**src/rtl/conv_mem_pkg.sv**
```systemverilog
// Shared definitions for the convolution engine's image-RAM access path:
// RAM `we` encodings, the access-master state set and the pixel size.
package conv_mem_pkg;

    localparam logic [1:0] WE_IDLE  = 2'b00;
    localparam logic [1:0] WE_READ  = 2'b01;
    localparam logic [1:0] WE_WRITE = 2'b10;

    localparam int PIXEL_BYTES = 3;

    typedef enum logic [2:0] {
        IDLE,
        RD_WAIT,
        RD_GAP,
        WR_B0,
        WR_B1,
        WR_B2,
        RSP
    } state_t;

endpackage

```
**src/rtl/ram_access_master.sv**
```systemverilog
// Initiator for the byte-wide image RAM: turns pixel read/write commands into
// cycle-accurate RAM pin sequences and returns data or completion on a response channel.
module ram_access_master
    import conv_mem_pkg::*;
#(
    parameter int ADDR_WIDTH = 19,
    parameter int DATA_WIDTH = 24,
    parameter int TIMEOUT    = 15
) (
    input  logic                  clk,
    input  logic                  rst,
    input  logic                  cmd_valid,
    output logic                  cmd_ready,
    input  logic                  cmd_write,
    input  logic                  cmd_len3,
    input  logic [ADDR_WIDTH-1:0] cmd_addr,
    input  logic [DATA_WIDTH-1:0] cmd_wdata,
    output logic                  rsp_valid,
    input  logic                  rsp_ready,
    output logic [DATA_WIDTH-1:0] rsp_data,
    output logic                  rsp_err,
    output logic [ADDR_WIDTH-1:0] ram_addr,
    output logic [7:0]            ram_data_in,
    output logic [1:0]            ram_we,
    input  logic [DATA_WIDTH-1:0] ram_data_out,
    input  logic                  ram_ready,
    output logic                  err_sticky
);

    localparam int CNT_W = $clog2(TIMEOUT + 1);

    generate
        if (DATA_WIDTH != PIXEL_BYTES * 8) begin : g_width_check
            $error("ram_access_master: DATA_WIDTH must be 24 (three bytes)");
        end
    endgenerate

    state_t                  state_reg,       state_next;
    logic [CNT_W-1:0]        cnt_reg,         cnt_next;
    logic [ADDR_WIDTH-1:0]   base_reg,        base_next;
    logic [DATA_WIDTH-1:8]   wdata_hi_reg,    wdata_hi_next;
    logic                    len3_reg,        len3_next;
    logic                    cmd_ready_reg,   cmd_ready_next;
    logic                    rsp_valid_reg,   rsp_valid_next;
    logic [DATA_WIDTH-1:0]   rsp_data_reg,    rsp_data_next;
    logic                    rsp_err_reg,     rsp_err_next;
    logic [ADDR_WIDTH-1:0]   ram_addr_reg,    ram_addr_next;
    logic [7:0]              ram_data_in_reg, ram_data_in_next;
    logic [1:0]              ram_we_reg,      ram_we_next;
    logic                    err_sticky_reg,  err_sticky_next;

    always_comb begin
        state_next       = state_reg;
        cnt_next         = cnt_reg;
        base_next        = base_reg;
        wdata_hi_next    = wdata_hi_reg;
        len3_next        = len3_reg;
        cmd_ready_next   = 1'b0;
        rsp_valid_next   = 1'b0;
        rsp_data_next    = rsp_data_reg;
        rsp_err_next     = rsp_err_reg;
        ram_addr_next    = ram_addr_reg;
        ram_data_in_next = 8'h00;
        ram_we_next      = WE_IDLE;
        err_sticky_next  = err_sticky_reg;

        case (state_reg)
            IDLE: begin
                if (cmd_valid && cmd_ready_reg) begin
                    base_next     = cmd_addr;
                    wdata_hi_next = cmd_wdata[DATA_WIDTH-1:8];
                    len3_next     = cmd_len3;
                    rsp_data_next = '0;
                    rsp_err_next  = 1'b0;
                    ram_addr_next = cmd_addr;
                    cnt_next      = '0;
                    if (cmd_write) begin
                        state_next       = WR_B0;
                        ram_we_next      = WE_WRITE;
                        ram_data_in_next = cmd_wdata[7:0];
                    end else begin
                        state_next  = RD_WAIT;
                        ram_we_next = WE_READ;
                    end
                end else begin
                    cmd_ready_next = 1'b1;
                end
            end

            // `we` stays READ through the cycle ready is seen so the RAM can
            // finish its own return-to-idle step; ready takes priority over timeout.
            RD_WAIT: begin
                if (ram_ready) begin
                    rsp_data_next = ram_data_out;
                    state_next    = RD_GAP;
                end else if (cnt_reg == CNT_W'(TIMEOUT - 1)) begin
                    rsp_data_next   = '0;
                    rsp_err_next    = 1'b1;
                    err_sticky_next = 1'b1;
                    state_next      = RD_GAP;
                end else begin
                    cnt_next    = cnt_reg + 1'b1;
                    ram_we_next = WE_READ;
                end
            end

            RD_GAP: begin
                state_next     = RSP;
                rsp_valid_next = 1'b1;
            end

            WR_B0: begin
                if (len3_reg) begin
                    state_next       = WR_B1;
                    ram_we_next      = WE_WRITE;
                    ram_addr_next    = base_reg + ADDR_WIDTH'(1);
                    ram_data_in_next = wdata_hi_reg[15:8];
                end else begin
                    state_next     = RSP;
                    rsp_valid_next = 1'b1;
                end
            end

            WR_B1: begin
                state_next       = WR_B2;
                ram_we_next      = WE_WRITE;
                ram_addr_next    = base_reg + ADDR_WIDTH'(2);
                ram_data_in_next = wdata_hi_reg[23:16];
            end

            WR_B2: begin
                state_next     = RSP;
                rsp_valid_next = 1'b1;
            end

            RSP: begin
                if (rsp_ready) begin
                    state_next     = IDLE;
                    cmd_ready_next = 1'b1;
                end else begin
                    rsp_valid_next = 1'b1;
                end
            end

            default: begin
                state_next = IDLE;
            end
        endcase
    end

    always_ff @(posedge clk or posedge rst) begin
        if (rst) begin
            state_reg       <= IDLE;
            cnt_reg         <= '0;
            base_reg        <= '0;
            wdata_hi_reg    <= '0;
            len3_reg        <= 1'b0;
            cmd_ready_reg   <= 1'b0;
            rsp_valid_reg   <= 1'b0;
            rsp_data_reg    <= '0;
            rsp_err_reg     <= 1'b0;
            ram_addr_reg    <= '0;
            ram_data_in_reg <= 8'h00;
            ram_we_reg      <= WE_IDLE;
            err_sticky_reg  <= 1'b0;
        end else begin
            state_reg       <= state_next;
            cnt_reg         <= cnt_next;
            base_reg        <= base_next;
            wdata_hi_reg    <= wdata_hi_next;
            len3_reg        <= len3_next;
            cmd_ready_reg   <= cmd_ready_next;
            rsp_valid_reg   <= rsp_valid_next;
            rsp_data_reg    <= rsp_data_next;
            rsp_err_reg     <= rsp_err_next;
            ram_addr_reg    <= ram_addr_next;
            ram_data_in_reg <= ram_data_in_next;
            ram_we_reg      <= ram_we_next;
            err_sticky_reg  <= err_sticky_next;
        end
    end

    assign cmd_ready   = cmd_ready_reg;
    assign rsp_valid   = rsp_valid_reg;
    assign rsp_data    = rsp_data_reg;
    assign rsp_err     = rsp_err_reg;
    assign ram_addr    = ram_addr_reg;
    assign ram_data_in = ram_data_in_reg;
    assign ram_we      = ram_we_reg;
    assign err_sticky  = err_sticky_reg;

endmodule

```
**config.mk**
```make
export PLATFORM = sky130hd
export DESIGN_NAME = ram_access_master
export DESIGN_NICKNAME = d
export VERILOG_FILES = /design/src/rtl/conv_mem_pkg.sv /design/src/rtl/ram_access_master.sv
export SDC_FILE = /design/constraint.sdc
export NUM_CORES = 1
export LEC_CHECK = 0
export ABC_AREA = 0
export ABC_CLOCK_PERIOD_IN_PS = 3190
export CAP_MARGIN = 40
export CORE_MARGIN = 2
export CORE_UTILIZATION = 44
export CTS_CLUSTER_DIAMETER = 50
export CTS_CLUSTER_SIZE = 14
export DETAILED_ROUTE_END_ITERATION = 6
export PLACE_DENSITY = 0.73
export SETUP_SLACK_MARGIN = 0.05
export SYNTH_ARGS = -nofsm -noshare
export SYNTH_HDL_FRONTEND = slang
export SYNTH_SLANG_ARGS = --single-unit
```
**constraint.sdc**
```tcl
create_clock -name clk -period 3.19 [get_ports clk]
set_clock_uncertainty 0.05 [all_clocks]
set_input_delay 0.638 -clock clk [delete_from_list [all_inputs] [get_ports clk]]
set_output_delay 0.638 -clock clk [all_outputs]
set_load 0.005 [all_outputs]
```
# Word level (Yosys, flattened, before mapping)
# Cells that the tools add are included.
dict set report totals {
  wordCells 81
  out_inout_bits 57
  register_bits 100
  inputBits 74
}
dict set report classes {
  n_mux 38
  n_eq_ne 14
  bitwise_logic 1
  n_reduce_logical 12
  addsub 3
}
# operator n
set ops {}
lappend ops {{2-to-1 mux 24 bit} 3}
lappend ops {{case mux 19 bit (3 select lines)} 1}
lappend ops {{case mux 24 bit (2 select lines)} 1}
lappend ops {{2-to-1 mux 19 bit} 2}
lappend ops {{2-to-1 mux 8 bit} 3}
lappend ops {{case mux 8 bit (3 select lines)} 1}
lappend ops {{adder 19 x 1 -> 19 bit (second input constant)} 1}
lappend ops {{adder 19 x 2 -> 19 bit (second input constant)} 1}
lappend ops {{case mux 3 bit (6 select lines)} 1}
lappend ops {{2-to-1 mux 3 bit} 4}
lappend ops {{2-to-1 mux 4 bit} 3}
lappend ops {{inequality test 2 bit (second input constant)} 6}
lappend ops {{AND reduction 3 bit} 4}
lappend ops {{2-to-1 mux 2 bit} 5}
lappend ops {{equality test 3 bit (second input constant)} 3}
lappend ops {{2-to-1 mux 1 bit} 9}
lappend ops {{case mux 2 bit (4 select lines)} 1}
lappend ops {{case mux 4 bit (2 select lines)} 1}
lappend ops {{AND reduction 4 bit} 2}
lappend ops {{equality test 3 x 2 -> 1 bit (second input constant)} 2}
lappend ops {{adder 4 x 1 -> 4 bit (second input constant)} 1}
lappend ops {{equality test 4 bit (second input constant)} 1}
lappend ops {{case mux 1 bit (2 select lines)} 2}
lappend ops {{equality test 3 x 1 -> 1 bit (second input constant)} 1}
lappend ops {{other kinds (9)} 9}

# Logic depth before layout (Yosys ltp)
# Gate-level depths: netlist (run 1).
dict set report depth {
  ltp_word 4
  ltp_mapped 8
  depth_no_buf 7
}

# Worst setup path before layout (run 1)
# No wires, ideal clock.
dict set report synth_timing {
  path_type {flip-flop to flip-flop}
  start {register base_reg[1]}
  end {register ram_addr_reg[18] (netlist: ram_addr[18])}
  path_buffers 1
  period_less_slack_ns 2.035
  arrival_ns 1.859
  t_required_ns 3.014
  setup_ns 0.126
  stages_incl_launch_ff 8
  setup_slack_ns 1.155
  cell_sequence {dfrtp_1 -> ha_1 -> clkbuf_1 -> inv_1 -> or4_1 -> nor2_1 -> xor2_1 -> a221o_1}
}
dict set report synth_between {
  elab_chain_len 3
}
# item line
set synth_rtl {}
lappend synth_rtl {{start, declared} ram_access_master.sv:40} ;# logic [ADDR_WIDTH-1:0] base_reg, base_next;
lappend synth_rtl {{start signal, assigned} ram_access_master.sv:169} ;# base_reg <= base_next;
lappend synth_rtl {{adder 19 x 1 -> 19 bit} ram_access_master.sv:116} ;# ram_addr_next = base_reg + ADDR_WIDTH'(1);
lappend synth_rtl {{2-to-1 mux 19 bit} ram_access_master.sv:113} ;# if (len3_reg) begin
lappend synth_rtl {{case mux 19 bit (3 select lines) (*)} ram_access_master.sv:67} ;# case (state_reg)
lappend synth_rtl {{end signal, assigned} ram_access_master.sv:176} ;# ram_addr_reg <= ram_addr_next;
lappend synth_rtl {{end, declared} ram_access_master.sv:47} ;# logic [ADDR_WIDTH-1:0] ram_addr_reg, ram_addr_next;
# Mark *: on every way between the ends. The rest lies on a longest branch, timed or not. The select of a mux whose other input is x is not followed.
# A chain may end at the register's enable or synchronous reset.

# Worst setup path in the final report (run 1)
dict set report layout_timing {
  start {register base_reg[1]}
  end {register ram_addr_reg[13] (netlist: ram_addr[13])}
}
# Same word-level chain as after synthesis.

==> metrics.yaml, run 1 <==
via_cell_ratio: 5.71
synth-async-reset-ratio: 1.00
insertedDiodeCount: 0
grt_use_total: 0.225
power.leakage_nw: 2.73
area.growth.synth_to_final_pct: 34.1
worst_r2r_startpoint: "base_reg[1]"
final-hold-violation-count: 0
cts_hold_repair.buffers: 0
grt_use_met3: 0.0729
setup_violations: 0
fraction_of_the_yosys_area_taken_by_sequential_cells: 0.515
post_layout_min_period_ns: 2.52
synth_warnings: 0
drt_drc: 0
synth-edff-count: 0
timing.reg2reg.worst_path_depth: 5
instances_no_fill: 725
synth_area_leaders: "dfrtp_1, mux2_2, a22o_1"
worstSetupEndpointType: "flop"
outcome: "completed"
initial_core_util: 0.450
postSynthCellCount: 466
share_of_cells_above_drive_strength_1: 0.116
number_of_flip_flops_under_the_largest_register_name: 24
postCtsSetupRepairBufs: 0
numCtsBuffers: 9
startpoint_type: "flop"
row_count: 38
placed_insts: 710
number_of_antenna_violations_at_the_first_check_in_global_routing: 0
drt_first_iter_violations: 208
average_wire_per_cell_in_the_routed_design_um: 17.4
cellPowerDensity_nw_per_um2: 895
utilization: 0.604
drt_total_wl_mm: 12.6
tritoncts: "yes"
tritoncts_sink_count: 100
crit_required_ns: 3.41
min_path_cells: 1
die_height_um: 109
worst-path-max-fanout: 12
die_width_um: 109
ant_nets: 0
grt_first_pass_wirelength_mm: 20.9
max_slew.worst_pin.slew_ns: 0.836
clock_tree.buffer_depth: 2
layout_setup_ws_ns: 0.674
hold_path.class: "flop to flop"
final.period_utilization: 0.789
cts_root_buffer: "clkbuf_8"
crit-reg2reg-capture: "ram_addr[13]"
clkLatencyLatePin_ns: 0.38
timing.fmax_ghz: 0.398
timing.final.max_slew_violations: 0
synth.lib_cells_used.distinct: 53
final_net_count: 661
synthesis.area_um2: 4860
detailedPlacementHpwl_mm: 9.22
hold-path-endpoint: "rsp_err"
area_post_placement_um2: 6320
drt_pass1_iterations: 5
dr_total_vias: 4137
postSynth.topFlopCell: "dfrtp_1"
grt_setup_unrepaired: "no"
yosys.area.top_type: "dfrtp_1"
first_global_vias: 4303
cts_resized: 0
cts_htree_levels: 3
holdCritStartpoint: "rsp_err"
die_area_um2: 11900
coreArea_um2: 10800
global_route.overflow_total: 0
synth_area_per_cell_um2: 10.4
crit_type: "flop to flop"
critPathArrivalTime_ns: 2.73
port-buffer-count: 130
use_met1: 0.278
groute.layer.met2.usage: 0.378
detailedPlace.worstSlack_ns: 0.641
synthDominantCellAreaShare: 0.515
gp_congestion: 0.993
mappedNetlistNets: 546
worst_slew_margin_rel: 0.443
clkSlewWorstSetupHoldPaths_ns: 0.09
grt_most_used_layer: "met2"
final_design_area_no_fill_um2: 6520
totalNegativeSetupSlack_ns: 0
grt_max_degree: 38
peakVddDrop_v: 0.000388
regToRegSetupSlack_ns: 0.67
num_io_pins: 131
timing.max_cap.violations: 0
ff_latch_count_synth: 100
per-layer routing:
metal	up-vias	routed length (um)
met5	-	0
met4	0	129
met3	14	1180
met2	169	6190
met1	2008	5150
li1	1946	-
kinds of logic (layout without fill, tap and decap cells):
| logic type | count (synthesis) | in the layout | share of synthesized area |
|---|---|---|---|
| AO/OA/AOI/OAI | 121 | 121 | 0.177 |
| adder cells (fa/ha/maj) | 6 | 6 | 0.0154 |
| XOR/XNOR | 16 | 16 | 0.0288 |
| flip-flops | 100 | 100 | 0.515 |
| AND/OR/NAND/NOR | 135 | 135 | 0.144 |
| buffers and inverters | 56 | 175 | 0.0461 |
| multiplexers | 32 | 32 | 0.0739 |
cell type report:
type | instances | area, um2
sequential | 100 | 2500
tap | 140 | 175
timing repair buffer | 143 | 1420
multi-input combinational | 310 | 2150
clock buffer | 10 | 138
clock inverter | 5 | 61.3
fill | 906 | 4280
inverter | 17 | 67.6
how the worst max path moves through the flow:
stage | end | start
after floorplan | ram_addr[18] | base_reg[1]
after global placement | wdata_hi_reg[13] | cmd_valid
after detailed placement | wdata_hi_reg[11] | cmd_valid
after CTS | ram_addr[13] | base_reg[1]
after global routing | ram_addr[17] | base_reg[1]
final | ram_addr[13] | base_reg[1]
Yosys cell counts (7+ instances only):
library cell / number
dfrtp_1: 100
xor2_1: 8
nand2_1: 34
nand4_1: 11
nor2_1: 31
nand3_1: 15
nor3_1: 11
a21oi_1: 29
buf_2: 11
a31oi_1: 10
mux2_2: 31
clkbuf_1: 27
a22o_1: 25
a222oi_1: 8
inv_1: 17
o21ai_0: 17
a221oi_1: 7
xnor2_1: 8
cell usage in the layout, fill, tap and decap left out, types with 3 or more instances in the layout:
cell | synthesis | final
dfrtp_1 | 100 | 100
a221o_1 | 3 | 3
a221oi_1 | 7 | 7
or4_1 | 5 | 5
mux2_2 | 31 | 31
clkdlybuf4s50_1 | 0 | 130
xor2_1 | 8 | 8
inv_1 | 17 | 16
nor4_1 | 6 | 6
a21oi_1 | 29 | 29
nand3_1 | 15 | 15
nand4_1 | 11 | 11
and2_1 | 4 | 4
ha_1 | 6 | 6
nand2_1 | 34 | 34
a21o_1 | 3 | 3
nor2_1 | 31 | 31
o21ai_0 | 17 | 17
a31oi_1 | 10 | 10
buf_4 | 0 | 11
clkbuf_8 | 0 | 10
clkinvlp_4 | 0 | 4
xnor2_1 | 8 | 8
nor3_1 | 11 | 11
a222oi_1 | 8 | 8
a22o_1 | 25 | 25
a22oi_1 | 5 | 5
stage by stage:
stage	power [mW]	hold slack [ns]
global placement	4.93	0.419
finish	5.83	0.437
global route	6.28	0.458
floorplan	3.81	0.405
CTS	5.87	0.442
detailed placement	5.02	0.420
worst max-delay path, stage by stage (launching register included):
cell and delay, ns:
dfrtp_1 0.59, ha_1 0.31, nand4_1 0.30, nor3_1 0.60, a31oi_1 0.18, o32a_1 0.36
power by group:
part	switching [mW]	total, mW	leakage, nW	internal [mW]
registers	0.583	2.43	1.24	1.84
logic	1.15	2.57	1.40	1.42
clock network	0.454	0.837	0.0910	0.383
total	2.19	5.83	2.73	3.65
(Power assumes the default switching activity.)
==> run 2: changes to the inputs <==
Settings changed: ABC_CLOCK_PERIOD_IN_PS 3190 to 2500, CORE_UTILIZATION 44 to 49, PLACE_DENSITY 0.73 to 0.77.
Clock period 3.19 ns to 2.5 ns, I/O delays scaled along.
==> run 2 against run 1 <==
Compared with the run above:
- register-to-register slack got worse by 0.35 ns
- clock power rose by 33%
- power is 32% higher
- sequential cell count did not move
- largest power group unchanged
- global-route usage increased by 2.6 points
- critical endpoint is now ram_addr[17]
- utilization increased by 7.9 points
- sequential power up 21%
- worst hold slack improved by 0.0029 ns
- critical path type unchanged
- critical path depth rose by 1
- first-iteration DRC count grew 51%
- fmax up 16%
==> metrics.yaml, run 2 (same netlist as run 1, synthesis figures left out) <==
worstSetupEndpointType: "flop"
number_of_flip_flops_under_the_largest_register_name: 24  # unchanged
share_of_cells_above_drive_strength_1: 0.137  # +0.0209
drt_drc: 0  # unchanged
average_wire_per_cell_in_the_routed_design_um: 17.9  # +2.4%
power.total_mw: 7.68  # +32%
worstPathCellList: "ha_1, nand4_1, or4_1, nor3_1, a21oi_1, a31oi_1"
grt_max_degree: 101  # +170%
detailedPlacementHpwl_mm: 9.42  # +2.1%
coreArea_um2: 9680  # -10%
tritoncts_sink_count: 100  # unchanged
drt_pass1_iterations: 5  # unchanged
number_of_antenna_violations_at_the_first_check_in_global_routing: 0  # unchanged
final-hold-violation-count: 0  # unchanged
cellPowerDensity_nw_per_um2: 1160  # +30%
critical_path.max_stage_delay_ns: 0.62  # +0.02 ns
die_width_um: 104  # -5.1%
worst_slew_margin_rel: 0.440  # -0.00289
cts_htree_levels: 3  # unchanged
final.period_utilization: 0.869  # +0.0806
drt_first_iter_violations: 314  # +51%
ant_nets: 0  # unchanged
final_net_count: 673  # +1.8%
numCtsBuffers: 9  # unchanged
row_count: 36  # -5.3%
layout.cells.most_common_list: "clkdlybuf4s50_1, dfrtp_1, nand2_1, mux2_2, nor2_1"
cts_hold_repair.buffers: 0  # unchanged
gp_congestion: 0.955  # -3.8%
crit_type: "flop to flop"
placed_insts: 715  # +0.70%
grt_setup_unrepaired: "no"
initial_core_util: 0.502  # +0.0515
startpoint_type: "flop"
postCtsSetupRepairBufs: 0  # unchanged
port-buffer-count: 130  # unchanged
timing.final.max_slew_violations: 0  # unchanged
timing.fmax_ghz: 0.460  # +16%
first_global_vias: 4348  # +1.0%
grt_first_pass_wirelength_mm: 21.7  # +4.1%
drt_total_wl_mm: 13.1  # +3.3%
setup_violations: 0  # unchanged
worst-path-max-fanout: 8  # -4
via_cell_ratio: 5.82  # +1.9%
area.growth.synth_to_final_pct: 36.0
critPathArrivalTime_ns: 2.41  # -0.32 ns
path_buf_inv: 0  # unchanged
hold-worst-slack_ns: 0.439  # +0.00289 ns
cell_with_the_biggest_individual_delay_on_the_critical_path: "or4_1"
dr_total_vias: 4252  # +2.8%
die_height_um: 104  # -5.1%
clkLatencyLatePin_ns: 0.37  # about the same
crit_required_ns: 2.73  # -0.68 ns
regToRegSetupSlack_ns: 0.33  # -0.35 ns
layout_commonest_cell: "clkdlybuf4s50_1"
clock_tree.buffer_depth: 2  # unchanged
timing.max_cap.violations: 0  # unchanged
tritoncts: "yes"
grt_use_total: 0.251  # +0.0262
post_layout_min_period_ns: 2.17  # -0.343 ns
insertedDiodeCount: 0  # unchanged
num_io_pins: 131  # unchanged
peakVddDrop_v: 0.000620  # +60%
max_slew.worst_pin.slew_ns: 0.841  # +0.00434 ns
hold_path.class: "flop to flop"
layout_setup_ws_ns: 0.327  # -0.347 ns
outcome: "completed"
global_route.overflow_total: 0  # unchanged
cts_root_buffer: "clkbuf_8"
instances_no_fill: 731  # +0.83%
path_delay_family: "simple AND/OR/NAND/NOR gates"
power.leakage_nw: 2.80  # +2.6%
die_area_um2: 10700  # -9.8%
clkSlewWorstSetupHoldPaths_ns: 0.10  # about the same
totalNegativeSetupSlack_ns: 0  # unchanged
detailedPlace.worstSlack_ns: 0.279  # -0.361 ns
==> run 2: per-layer routing <==
metal  share of wire  GRT usage
met2            0.50      0.430
met4           0.020     0.0985
met3           0.073     0.0541
met5               0          0
met1            0.40      0.311
==> run 2: path summary, 6_finish.rpt <==
check	from	to	depth (start not counted)
worst max-delay path	base_reg[2]	ram_addr[17]	6
worst min-delay path	err_sticky	err_sticky	1
worst max register to register	base_reg[2]	ram_addr[17]	6
worst min register to register	err_sticky	err_sticky	1
max in group asynchronous	rst	base_reg[2]	3
min in group asynchronous	rst	wdata_hi_reg[14]	3
==> run 2: worst reg2reg max path, stage by stage (launching register included) <==
cell and delay (ns):
dfrtp_2 0.46, ha_1 0.28, nand4_1 0.29, or4_1 0.62
nor3_1 0.15, a21oi_1 0.08, a31oi_1 0.17
==> run 2: stage by stage <==
stage | util | area, um2
after CTS | 0.683 | 6610
after global routing | 0.683 | 6610
final | 0.683 | 6610
after floorplan | - | 4860
after global placement | 0.660 | 6390
after detailed placement | 0.660 | 6390
==> run 2: where the power goes <==
part           total (mW)  internal, mW  switching (mW)
combinational        3.61          1.93            1.68
sequential           2.95          2.36           0.596
clock                1.11         0.491           0.621
total                7.68          4.78            2.90
==> run 2: area by class of cell <==
cell class                      instances  area, um2
Fill cell                             754       3070
Sequential cell                       100       2500
Multi-Input combinational cell        310       2140
Timing Repair Buffer                  155       1510
Tap cell                              133        166
Clock buffer                            9        124
Clock inverter                          7       93.8
Inverter                               17       67.6
==> run 2: repair_timing <==
item                                   CTS  global route
endpoints found under the hold margin    0             0
setup endpoints to repair                0             1
resized for setup                        0             1
